**config.mk**
```make
export PLATFORM = sky130hd
export DESIGN_NAME = raster_motion_ctrl
export DESIGN_NICKNAME = d
export VERILOG_FILES = /design/src/rtl/raster_motion_ctrl.sv
export SDC_FILE = /design/constraint.sdc
export NUM_CORES = 1
export LEC_CHECK = 0
export ABC_CLOCK_PERIOD_IN_PS = 3200
export CAP_MARGIN = 40
export CORE_MARGIN = 2
export CORE_UTILIZATION = 45
export CTS_BUF_LIST = sky130_fd_sc_hd__clkbuf_4
export DETAILED_ROUTE_END_ITERATION = 8
export GPL_TIMING_DRIVEN = 1
export PLACE_DENSITY = 0.69
export SETUP_SLACK_MARGIN = 0.02
export SYNTH_ARGS = -nofsm -noshare
export SYNTH_HDL_FRONTEND = slang
export SYNTH_SLANG_ARGS = --single-unit
```
**constraint.sdc**
```tcl
create_clock -name clk_i -period 3.2 [get_ports clk_i]
set_clock_uncertainty 0.05 [all_clocks]
set_input_delay 0.32 -clock clk_i [delete_from_list [all_inputs] [get_ports clk_i]]
set_output_delay 0.32 -clock clk_i [all_outputs]
set_load 0.005 [all_outputs]
```
**src/rtl/raster_motion_ctrl.sv**
```systemverilog
// raster_motion_ctrl: raster coordinate generator and once-per-frame
// bouncing object sequencer for the overlay datapath.
//
// Ports
//   clk_i     video clock
//   rst_n_i   async active-low reset
//   cen_i     clock enable; every register holds while low
//   fvht_i    timing bus {F,V,H,T}
//   run_i     motion enable, sampled at frame start
//   speed_i   pixels/lines per frame, latched at frame start
//   fvht_o    fvht_i delayed one enabled cycle
//   x_o/y_o   pixel / line index inside the active raster
//   active_o  high when H=0 and V=0
//   obj_x_o/obj_y_o  object top-left corner
//   frame_o   pulse on V falling edge
//   bounce_o  pulse {y_bounce, x_bounce} when a direction flips
//   state_o   0 IDLE, 1 ACTIVE, 2 UPDATE
module raster_motion_ctrl #(
  parameter int unsigned H_ACTIVE = 1920,
  parameter int unsigned V_ACTIVE = 1080,
  parameter int unsigned OBJ_W    = 950,
  parameter int unsigned OBJ_H    = 250,
  parameter int unsigned X0       = 750,
  parameter int unsigned Y0       = 450
) (
  input  logic        clk_i,
  input  logic        rst_n_i,
  input  logic        cen_i,
  input  logic [3:0]  fvht_i,
  input  logic        run_i,
  input  logic [3:0]  speed_i,
  output logic [3:0]  fvht_o,
  output logic [15:0] x_o,
  output logic [15:0] y_o,
  output logic        active_o,
  output logic [15:0] obj_x_o,
  output logic [15:0] obj_y_o,
  output logic        frame_o,
  output logic [1:0]  bounce_o,
  output logic [1:0]  state_o
);

  localparam int unsigned CW = 16;
  localparam int unsigned AW = 17;

  localparam logic [CW-1:0] X_MAX  = CW'(H_ACTIVE - 1);
  localparam logic [CW-1:0] Y_MAX  = CW'(V_ACTIVE - 1);
  localparam logic [CW-1:0] OX_MAX = CW'(H_ACTIVE - OBJ_W);
  localparam logic [CW-1:0] OY_MAX = CW'(V_ACTIVE - OBJ_H);
  localparam logic [CW-1:0] X_RST  = CW'(X0);
  localparam logic [CW-1:0] Y_RST  = CW'(Y0);
  localparam logic [AW-1:0] H_LIM  = AW'(H_ACTIVE);
  localparam logic [AW-1:0] V_LIM  = AW'(V_ACTIVE);
  localparam logic [AW-1:0] W_OBJ  = AW'(OBJ_W);
  localparam logic [AW-1:0] H_OBJ  = AW'(OBJ_H);

  typedef enum logic [1:0] {
    S_IDLE   = 2'd0,
    S_ACTIVE = 2'd1,
    S_UPDATE = 2'd2
  } state_t;

  state_t          state_q, state_d;
  logic            h_q, v_q, seen_q;
  logic            dir_x_q, dir_y_q;   // 1 = moving towards 0
  logic [3:0]      speed_q;
  logic            h_in, v_in, act_in, v_fall, h_rise;
  logic [CW+1:0]   step_x, step_y;     // {bounce, dir, pos}

  // One axis of motion; 17-bit arithmetic keeps the sum from wrapping.
  function automatic logic [CW+1:0] axis_step(
    input logic [CW-1:0] pos,
    input logic          dir,
    input logic [3:0]    s,
    input logic [AW-1:0] size,
    input logic [AW-1:0] lim,
    input logic [CW-1:0] max_pos
  );
    logic [AW-1:0] p;
    logic [AW-1:0] sp;
    p  = {1'b0, pos};
    sp = AW'(s);
    axis_step = {1'b0, dir, pos};
    // Zero speed never reaches the bounce branches, so no spurious pulse.
    if (s != 4'd0) begin
      if (!dir) begin
        if (p + sp + size >= lim) axis_step = {1'b1, 1'b1, max_pos};
        else                      axis_step = {1'b0, 1'b0, CW'(p + sp)};
      end else begin
        if (p <= sp) axis_step = {1'b1, 1'b0, {CW{1'b0}}};
        else         axis_step = {1'b0, 1'b1, CW'(p - sp)};
      end
    end
  endfunction

  assign h_in   = fvht_i[1];
  assign v_in   = fvht_i[2];
  assign act_in = ~h_in & ~v_in;
  // Previous samples are meaningless until one enabled cycle has passed.
  assign v_fall = seen_q & v_q & ~v_in;
  assign h_rise = seen_q & ~h_q & h_in;

  // Next state and per-axis motion.
  always_comb begin
    state_d = state_q;
    step_x  = axis_step(obj_x_o, dir_x_q, speed_q, W_OBJ, H_LIM, OX_MAX);
    step_y  = axis_step(obj_y_o, dir_y_q, speed_q, H_OBJ, V_LIM, OY_MAX);
    if (cen_i) begin
      case (state_q)
        S_IDLE:   if (v_fall) state_d = S_ACTIVE;
        S_ACTIVE: if (v_fall && run_i) state_d = S_UPDATE;
        S_UPDATE: state_d = S_ACTIVE;
        default:  state_d = S_IDLE;
      endcase
    end
  end

  // State register.
  always_ff @(posedge clk_i or negedge rst_n_i) begin
    if (!rst_n_i) state_q <= S_IDLE;
    else          state_q <= state_d;
  end

  assign state_o = state_q;

  // Raster counters, edge history and object registers.
  always_ff @(posedge clk_i or negedge rst_n_i) begin
    if (!rst_n_i) begin
      seen_q   <= 1'b0;
      h_q      <= 1'b0;
      v_q      <= 1'b0;
      fvht_o   <= 4'd0;
      active_o <= 1'b0;
      frame_o  <= 1'b0;
      x_o      <= '0;
      y_o      <= '0;
      speed_q  <= 4'd0;
      obj_x_o  <= X_RST;
      obj_y_o  <= Y_RST;
      dir_x_q  <= 1'b0;
      dir_y_q  <= 1'b0;
      bounce_o <= 2'b00;
    end else if (cen_i) begin
      seen_q   <= 1'b1;
      h_q      <= h_in;
      v_q      <= v_in;
      fvht_o   <= fvht_i;
      active_o <= act_in;
      frame_o  <= v_fall;
      if (v_fall) speed_q <= speed_i;

      // x restarts at 0 on the first active pixel of each line.
      if (h_in)        x_o <= '0;
      else if (act_in) x_o <= !active_o ? '0 : (x_o >= X_MAX) ? X_MAX : x_o + 16'd1;

      if (v_in)        y_o <= '0;
      else if (h_rise) y_o <= (y_o >= Y_MAX) ? Y_MAX : y_o + 16'd1;

      bounce_o <= 2'b00;
      if (state_q == S_UPDATE) begin
        obj_x_o  <= step_x[CW-1:0];
        dir_x_q  <= step_x[CW];
        obj_y_o  <= step_y[CW-1:0];
        dir_y_q  <= step_y[CW];
        bounce_o <= {step_y[CW+1], step_x[CW+1]};
      end
    end
  end

endmodule

```
### After elaboration in Yosys (flattened, before gate mapping)

Cells that the tools add are included.
Widths: inputs -> output; s select.

| operators by class | value |
|---|---|
| muxes and demuxes | 19 |
| bitwise operators | 8 |
| magnitude comparators | 6 |
| reductions and logical operators | 10 |
| eq/ne operators | 4 |
| add/sub/neg operators | 8 |

Operator list:

| cell | number |
|---|---|
| $mux 18 | 8 |
| $mux 16 | 7 |
| $add 16x4->17 | 2 |
| $ge 17x11->1 const B | 2 |
| $add 16x1->16 const B | 2 |
| $ge 16x11->1 const B | 2 |
| $le 16x4->1 | 2 |
| $sub 16x4->16 | 2 |
| $add 17x10->17 const B | 1 |
| $add 17x8->17 const B | 1 |
| $mux 2 | 3 |
| $pmux 2 s3 | 1 |
| $reduce_and 2->1 | 3 |
| $reduce_and 3->1 | 2 |
| $and 1x1->1 | 5 |
| $ne 2x2->1 const B | 2 |
| $reduce_bool 2->1 | 2 |
| $reduce_bool 4->1 | 1 |
| $not 1->1 | 3 |
| $eq 2x1->1 const B | 1 |
| $eq 2x2->1 const B | 1 |
| $logic_not 2->1 | 1 |
| $logic_and 1x1->1 | 1 |

| word-level totals | value |
|---|---|
| input bits | 12 |
| output and inout port bits | 74 |
| flip-flop bits (word level) | 83 |

### Depth between registers and ports, before layout

| depth | value |
|---|---|
| depth after elaboration | 7 |
| depth in mapped cells | 15 |
| gate-level depth less buffers | 14 |

### Least setup slack after synthesis

Ideal clock, no wire load.

| timing path | value |
|---|---|
| path kind | flip-flop to flip-flop |
| start | register obj_x_o[3] |
| end | register obj_x_o[5] |
| data arrival time | 3394 ps |
| library setup time | 73 ps |
| data required time | 3077 ps |
| cell stages (with the launch flop) | 13 |
| setup slack | -317 ps |
| period minus slack after synthesis | 3517 ps |
| cells stage by stage | dfstp_2 -> ha_1 -> buf_6 -> or3b_4 -> a21o_1 -> a21oi_1 -> mux2i_1 -> o21bai_2 -> o21bai_1 -> a21o_1 -> a221o_1 -> o31a_1 -> o2bb2ai_1 |

| between the ends | value |
|---|---|
| cells in the longest elaborated chain, start to end | 5 |
| elaborated cells on any way between the ends | 8 |
| those cells by class | add/sub (3); order compare (2); mux (3) |

RTL lines:

| what | line | source |
|---|---|---|
| start: declaration | 36 | `output logic [15:0] obj_x_o,` |
| start signal: assignment | 161 | `obj_x_o <= step_x[CW-1:0];` |
| $add 16x4->17 | 88 | `else axis_step = {1'b0, 1'b0, CW'(p + sp)};` |
| $add 17x10->17 | 87 | `if (p + sp + size >= lim) axis_step = {1'b1, 1'b1, max_pos};` |
| $ge 17x11->1 | 87 |  |
| $mux 18 | 87 |  |
| $mux 18 * | 86 | `if (!dir) begin` |

Every way passes the cells marked *; elsewhere a longest branch is shown, timed or not.
A chain may end at the register's enable or synchronous reset.

### Worst setup path after layout

| timing path | value |
|---|---|
| start | register speed_q[0] |
| end | register obj_x_o[5] |

| between the ends | value |
|---|---|
| cells in the longest elaborated chain, start to end | 5 |
| elaborated cells on any way between the ends | 10 |
| those cells by class | add/sub (3); order compare (2); mux (3); reduce/logical (2) |

RTL lines:

| what | line | source |
|---|---|---|
| start: declaration | 66 | `logic [3:0] speed_q;` |
| start signal: assignment | 150 | `if (v_fall) speed_q <= speed_i;` |
| $add 16x4->17 | 88 |  |
| $add 17x10->17 | 87 |  |
| $ge 17x11->1 | 87 |  |
| $mux 18 | 87 |  |
| $mux 18 | 86 |  |

Parallel ways exist; a longest one is shown, timed or not.

==> results_tabular.tex <==
\begin{tabular}{lr}
\hline
Metric & Value \\
\hline
\multicolumn{2}{l}{\textbf{Outcome}} \\
\quad Run status & finished with violations \\
\quad Violations in the final reports & setup timing \\
\multicolumn{2}{l}{\textbf{Cells and area}} \\
\quad Fill count & 1182 \\
\quad Post-route core utilization & 0.634 \\
\quad Flip-flop and latch area & 2040 um2 \\
\quad Final instance area & 8800 um2 \\
\quad Final-stage net count & 991 \\
\quad Area added between synthesis and finish & 37.3\% \\
\quad Number of antenna repair diodes & 0 \\
\quad Combined area of the multi-input logic cells & 4320 um2 \\
\quad Fraction of final layout cells sized beyond drive strength 1 & 0.260 \\
\multicolumn{2}{l}{\textbf{Min path}} \\
\quad Classification of the worst-slack hold path & in -> async \\
\multicolumn{2}{l}{\textbf{Power}} \\
\quad Pwr Total & 5.84 mW \\
\quad Power density over the cells & 664 nW/um2 \\
\quad Sequential power share & 0.228 \\
\quad Leakage power summed over all cells & 3.70 nW \\
\quad Worst IR Drop VDD & 0.346 mV \\
\quad Portion of total power attributed to combinational logic & 0.664 \\
\quad Clock power frac & 0.108 \\
\quad Sw Pwr & 2.51 mW \\
\quad Internal Power & 3.33 mW \\
\quad Sw frac & 0.430 \\
\multicolumn{2}{l}{\textbf{Timing}} \\
\quad Final hold vios & 0 \\
\quad Smallest hold slack & 0.230 ns \\
\quad Unrepaired setup endpoints after global routing & true \\
\quad Max transition margin & 0.473 \\
\quad Final period demand of the worst path & 3.76 ns \\
\quad Final Cycle Share & 1.18 \\
\quad Final count of negative-setup-slack endpoints & 27 \\
\quad Tightest Pin Transition & 0.783 ns \\
\quad Setup TNS after final layout & -9.13 ns \\
\quad Final setup margin & -0.562 ns \\
\quad Fmax & 0.266 GHz \\
\quad Slew Limit Fails & 0 \\
\multicolumn{2}{l}{\textbf{Floorplanning}} \\
\quad \# IOs & 86 \\
\quad Core ar. & 13900 um2 \\
\quad Count of standard-cell rows & 43 \\
\quad Width of the chip & 123 um \\
\quad Total die area & 15200 um2 \\
\quad Height of the die & 123 um \\
\quad Initial core utilization & 0.462 \\
\multicolumn{2}{l}{\textbf{Global routing}} \\
\quad Number of antenna violations at the first check in global routing & 0 \\
\quad Grt total ovfl & 0 \\
\quad Pin count of the biggest net entering global routing & 62 \\
\quad First-pass GRT wire length & 33100 um \\
\quad Via count of the first global-routing pass & 6674 \\
\quad Total GRT Usage & 0.271 \\
\multicolumn{2}{l}{\textbf{Setup path}} \\
\quad CP Capture Type & register \\
\quad Required time worst endpoint & 3.50 ns \\
\quad Minimum setup slack among reg-to-reg paths & -0.56 ns \\
\quad Critical path's largest stage delay & 0.43 ns \\
\quad Slowest library cell on the worst path & sky130\_fd\_sc\_hd\_\_dfrtp\_1 \\
\quad Cell-by-cell listing of the critical path & buf\_4, ha\_4, inv\_2, fa\_2, buf\_6, o21bai\_1, a211o\_1, a221oi\_2, a31oi\_2, o21bai\_4, o21bai\_1, a21o\_1, a221o\_2, buf\_6, o31a\_1, o2bb2ai\_1 \\
\quad Kind of start point of the critical path & register \\
\quad WP data arrival & 4.06 ns \\
\quad Worst Path Max Fanout & 5 \\
\quad Crit path kind & reg -> reg \\
\multicolumn{2}{l}{\textbf{Logic synthesis}} \\
\quad Post-synth ARST share & 1.00 \\
\quad Sequential cell area fraction in the yosys report & 0.318 \\
\quad \#FFs+latches synth & 81 \\
\quad Warning count from the yosys run & 0 \\
\quad Primary flip-flop cell chosen by synthesis mapping & sky130\_fd\_sc\_hd\_\_dfrtp\_1 \\
\quad Number of flops mapped to enable cells by yosys & 0 \\
\quad Post-Syn Nets & 809 \\
\quad Post-synthesis cell count & 773 \\
\quad Number of library cell types mapped by synthesis & 92 \\
\quad Avg Cell Area, Syn & 8.30 um2 \\
\quad Area of the mapped netlist & 6410 um2 \\
\multicolumn{2}{l}{\textbf{Detailed routing}} \\
\quad Routed met1 length & 9200 um \\
\quad Antenna Violating Nets Remaining & 0 \\
\quad DRC marker count from the first detailed-route iteration & 646 \\
\quad Routed wire per std cell & 18.0 um \\
\quad Met2 wire len & 9720 um \\
\quad Via count & 6804 \\
\quad Total length of routed wires & 20500 um \\
\quad Pre-antenna DRT Iters & 5 \\
\quad Top sig layer & met4 \\
\quad Routed wl met3 & 1300 um \\
\quad Vias per cell & 5.97 \\
\quad Residual DRC & 0 \\
\multicolumn{2}{l}{\textbf{Clock tree}} \\
\quad CTS tree & yes \\
\quad Worst-skew pair later-pin latency & 0.45 ns \\
\quad Clock slew at the register clock pins of the worst setup and hold paths & 0.14 ns \\
\quad Largest buffer count on any clock path & 2 \\
\quad Number of clock sinks & 81 \\
\quad Number of buffers added by the clock tree synthesis step & 9 \\
\quad Maximum level of the CTS H-tree & 3 \\
\quad Cell chosen for the clock root & sky130\_fd\_sc\_hd\_\_clkbuf\_4 \\
\multicolumn{2}{l}{\textbf{Placement}} \\
\quad Instance area after placement & 8250 um2 \\
\quad Number of port buffers & 85 \\
\quad DPL Wire Length & 14600 um \\
\quad Weighted congestion reported at the end of routability-driven placement & 0.949 \\
\multicolumn{2}{l}{\textbf{Run}} \\
\quad Max-capacitance violation count & 0 \\
\hline
\end{tabular}
-- stage by stage --
step | worst slack [ns] | std cells
final | -0.562 | 1139
after global placement | -0.217 | 1099
after global routing | -0.674 | 1139
after CTS | -0.342 | 1126
after floorplan | -0.106 | 773
after detailed placement | -0.343 | 1100
-- power groups by stage --
stage	sequential, mW	combinational (mW)	clock (mW)
after floorplan	1.34	1.95	0
after global placement	1.33	3.27	0
after detailed placement	1.34	3.34	0
after CTS	1.32	3.51	0.654
after global routing	1.35	4.19	0.699
final	1.33	3.88	0.630
-- area by class of cell --
cell class | instances | share of cell area
Timing Repair Buffer | 220 | 0.222
Multi-Input combinational cell | 611 | 0.491
Clock inverter | 6 | 0.00768
Tap cell | 180 | 0.0256
Inverter | 32 | 0.0136
Clock buffer | 9 | 0.00768
Sequential cell | 81 | 0.232
-- placed cells by master (no fill, tap or decap), types with 16 or more instances in the layout --
cell | Yosys | routed
sky130_fd_sc_hd__buf_4 | 6 | 120
sky130_fd_sc_hd__clkdlybuf4s50_1 | 0 | 84
sky130_fd_sc_hd__o21ai_0 | 78 | 75
sky130_fd_sc_hd__dfrtp_1 | 70 | 70
sky130_fd_sc_hd__nand2_1 | 71 | 69
sky130_fd_sc_hd__nor2_1 | 58 | 53
sky130_fd_sc_hd__a21oi_1 | 38 | 36
sky130_fd_sc_hd__nand3_1 | 32 | 31
sky130_fd_sc_hd__inv_1 | 32 | 28
sky130_fd_sc_hd__nor3_1 | 25 | 21
sky130_fd_sc_hd__xnor2_1 | 21 | 18
sky130_fd_sc_hd__and3_1 | 17 | 17
sky130_fd_sc_hd__and2_1 | 17 | 17
sky130_fd_sc_hd__ha_1 | 20 | 16
-- worst max-delay path: cells and delay by family, from the launching register on --
kind	cells	cell delay, ns
AOI/OAI and AO/OA	10	2.24
buffers and inverters	4	0.49
adders and majority gates	2	0.44
DFF	1	0.43
-- layer usage --
layer | global-route usage | vias to the layer above
met5 | 0 | -
met1 | 0.373 | 3282
met3 | 0.0563 | 35
met4 | 0.0604 | 0
li1 | - | 3203
met2 | 0.439 | 284
-- cell families after synthesis --
logic type      count (synthesis)  synth area share
fa+ha+maj                      24            0.0515
compound gates                240             0.254
flops                          81             0.318
buf+inv                        81            0.0544
xor+xnor                       34            0.0500
simple gates                  297             0.245
mux                            16            0.0269
-- worst paths after layout --
| path | to | cells after the start | start |
|---|---|---|---|
| worst max-delay path | obj_x_o[5] | 16 | speed_q[0] |
| worst min-delay path | y_o[5] | 2 | rst_n_i |
| worst max register to register | obj_x_o[5] | 16 | speed_q[0] |
| worst min register to register | x_o[12] | 1 | x_o[12] |
| max in group asynchronous | obj_x_o[1] | 3 | rst_n_i |
| min in group clk_i | fvht_o[0] | 2 | fvht_i[0] |
-- sequential cells by signal, indices dropped and copies added (netlist names) --
register  flops
frame_o       1
state_o       2
active_o      1
x_o          16
y_o          16
dir_y_q       1
speed_q       4
fvht_o        4
dir_x_q       1
obj_y_o      16
bounce_o      2
obj_x_o      16
seen_q        1
-- synthesized netlist by cell type, types with 5 or more instances --
| cell type | number | area [um2] |
|---|---|---|
| sky130_fd_sc_hd__a22o_1 | 8 | 70.1 |
| sky130_fd_sc_hd__and2_1 | 17 | 106 |
| sky130_fd_sc_hd__a21oi_1 | 38 | 190 |
| sky130_fd_sc_hd__nor4_1 | 12 | 75.1 |
| sky130_fd_sc_hd__and3_1 | 17 | 106 |
| sky130_fd_sc_hd__nand4_1 | 11 | 68.8 |
| sky130_fd_sc_hd__nand2_1 | 71 | 267 |
| sky130_fd_sc_hd__or3_1 | 8 | 50.1 |
| sky130_fd_sc_hd__nor3_1 | 25 | 125 |
| sky130_fd_sc_hd__buf_2 | 5 | 25.0 |
| sky130_fd_sc_hd__clkbuf_1 | 32 | 120 |
| sky130_fd_sc_hd__dfrtp_1 | 70 | 1750 |
| sky130_fd_sc_hd__a31oi_1 | 10 | 62.6 |
| sky130_fd_sc_hd__a21o_1 | 10 | 75.1 |
| sky130_fd_sc_hd__a211oi_1 | 5 | 37.5 |
| sky130_fd_sc_hd__a22oi_1 | 6 | 45.0 |
| sky130_fd_sc_hd__ha_1 | 20 | 250 |
| sky130_fd_sc_hd__nor2_1 | 58 | 218 |
| sky130_fd_sc_hd__o21ai_0 | 78 | 390 |
| sky130_fd_sc_hd__nand3_1 | 32 | 160 |
| sky130_fd_sc_hd__nand2b_1 | 5 | 31.3 |
| sky130_fd_sc_hd__o21a_1 | 5 | 37.5 |
| sky130_fd_sc_hd__o21bai_1 | 7 | 52.6 |
| sky130_fd_sc_hd__dfstp_2 | 11 | 289 |
| sky130_fd_sc_hd__xor2_1 | 10 | 87.6 |
| sky130_fd_sc_hd__o211ai_1 | 6 | 45.0 |
| sky130_fd_sc_hd__xnor2_1 | 21 | 184 |
| sky130_fd_sc_hd__mux2i_1 | 6 | 60.1 |
| sky130_fd_sc_hd__mux2_2 | 10 | 113 |
| sky130_fd_sc_hd__nor2b_1 | 5 | 31.3 |
| sky130_fd_sc_hd__buf_4 | 6 | 45.0 |
| sky130_fd_sc_hd__inv_1 | 32 | 120 |
| sky130_fd_sc_hd__o31ai_1 | 7 | 52.6 |
-- timing repair --
action,in CTS,in global routing
hold endpoints to repair,20,0
hold buffers,1,0
gates cloned,1,0
resized for setup,17,31
setup buffers,9,13
pin swaps,9,19
setup endpoints to repair,27,32
Note: power is estimated with default switching activity, not from simulation.
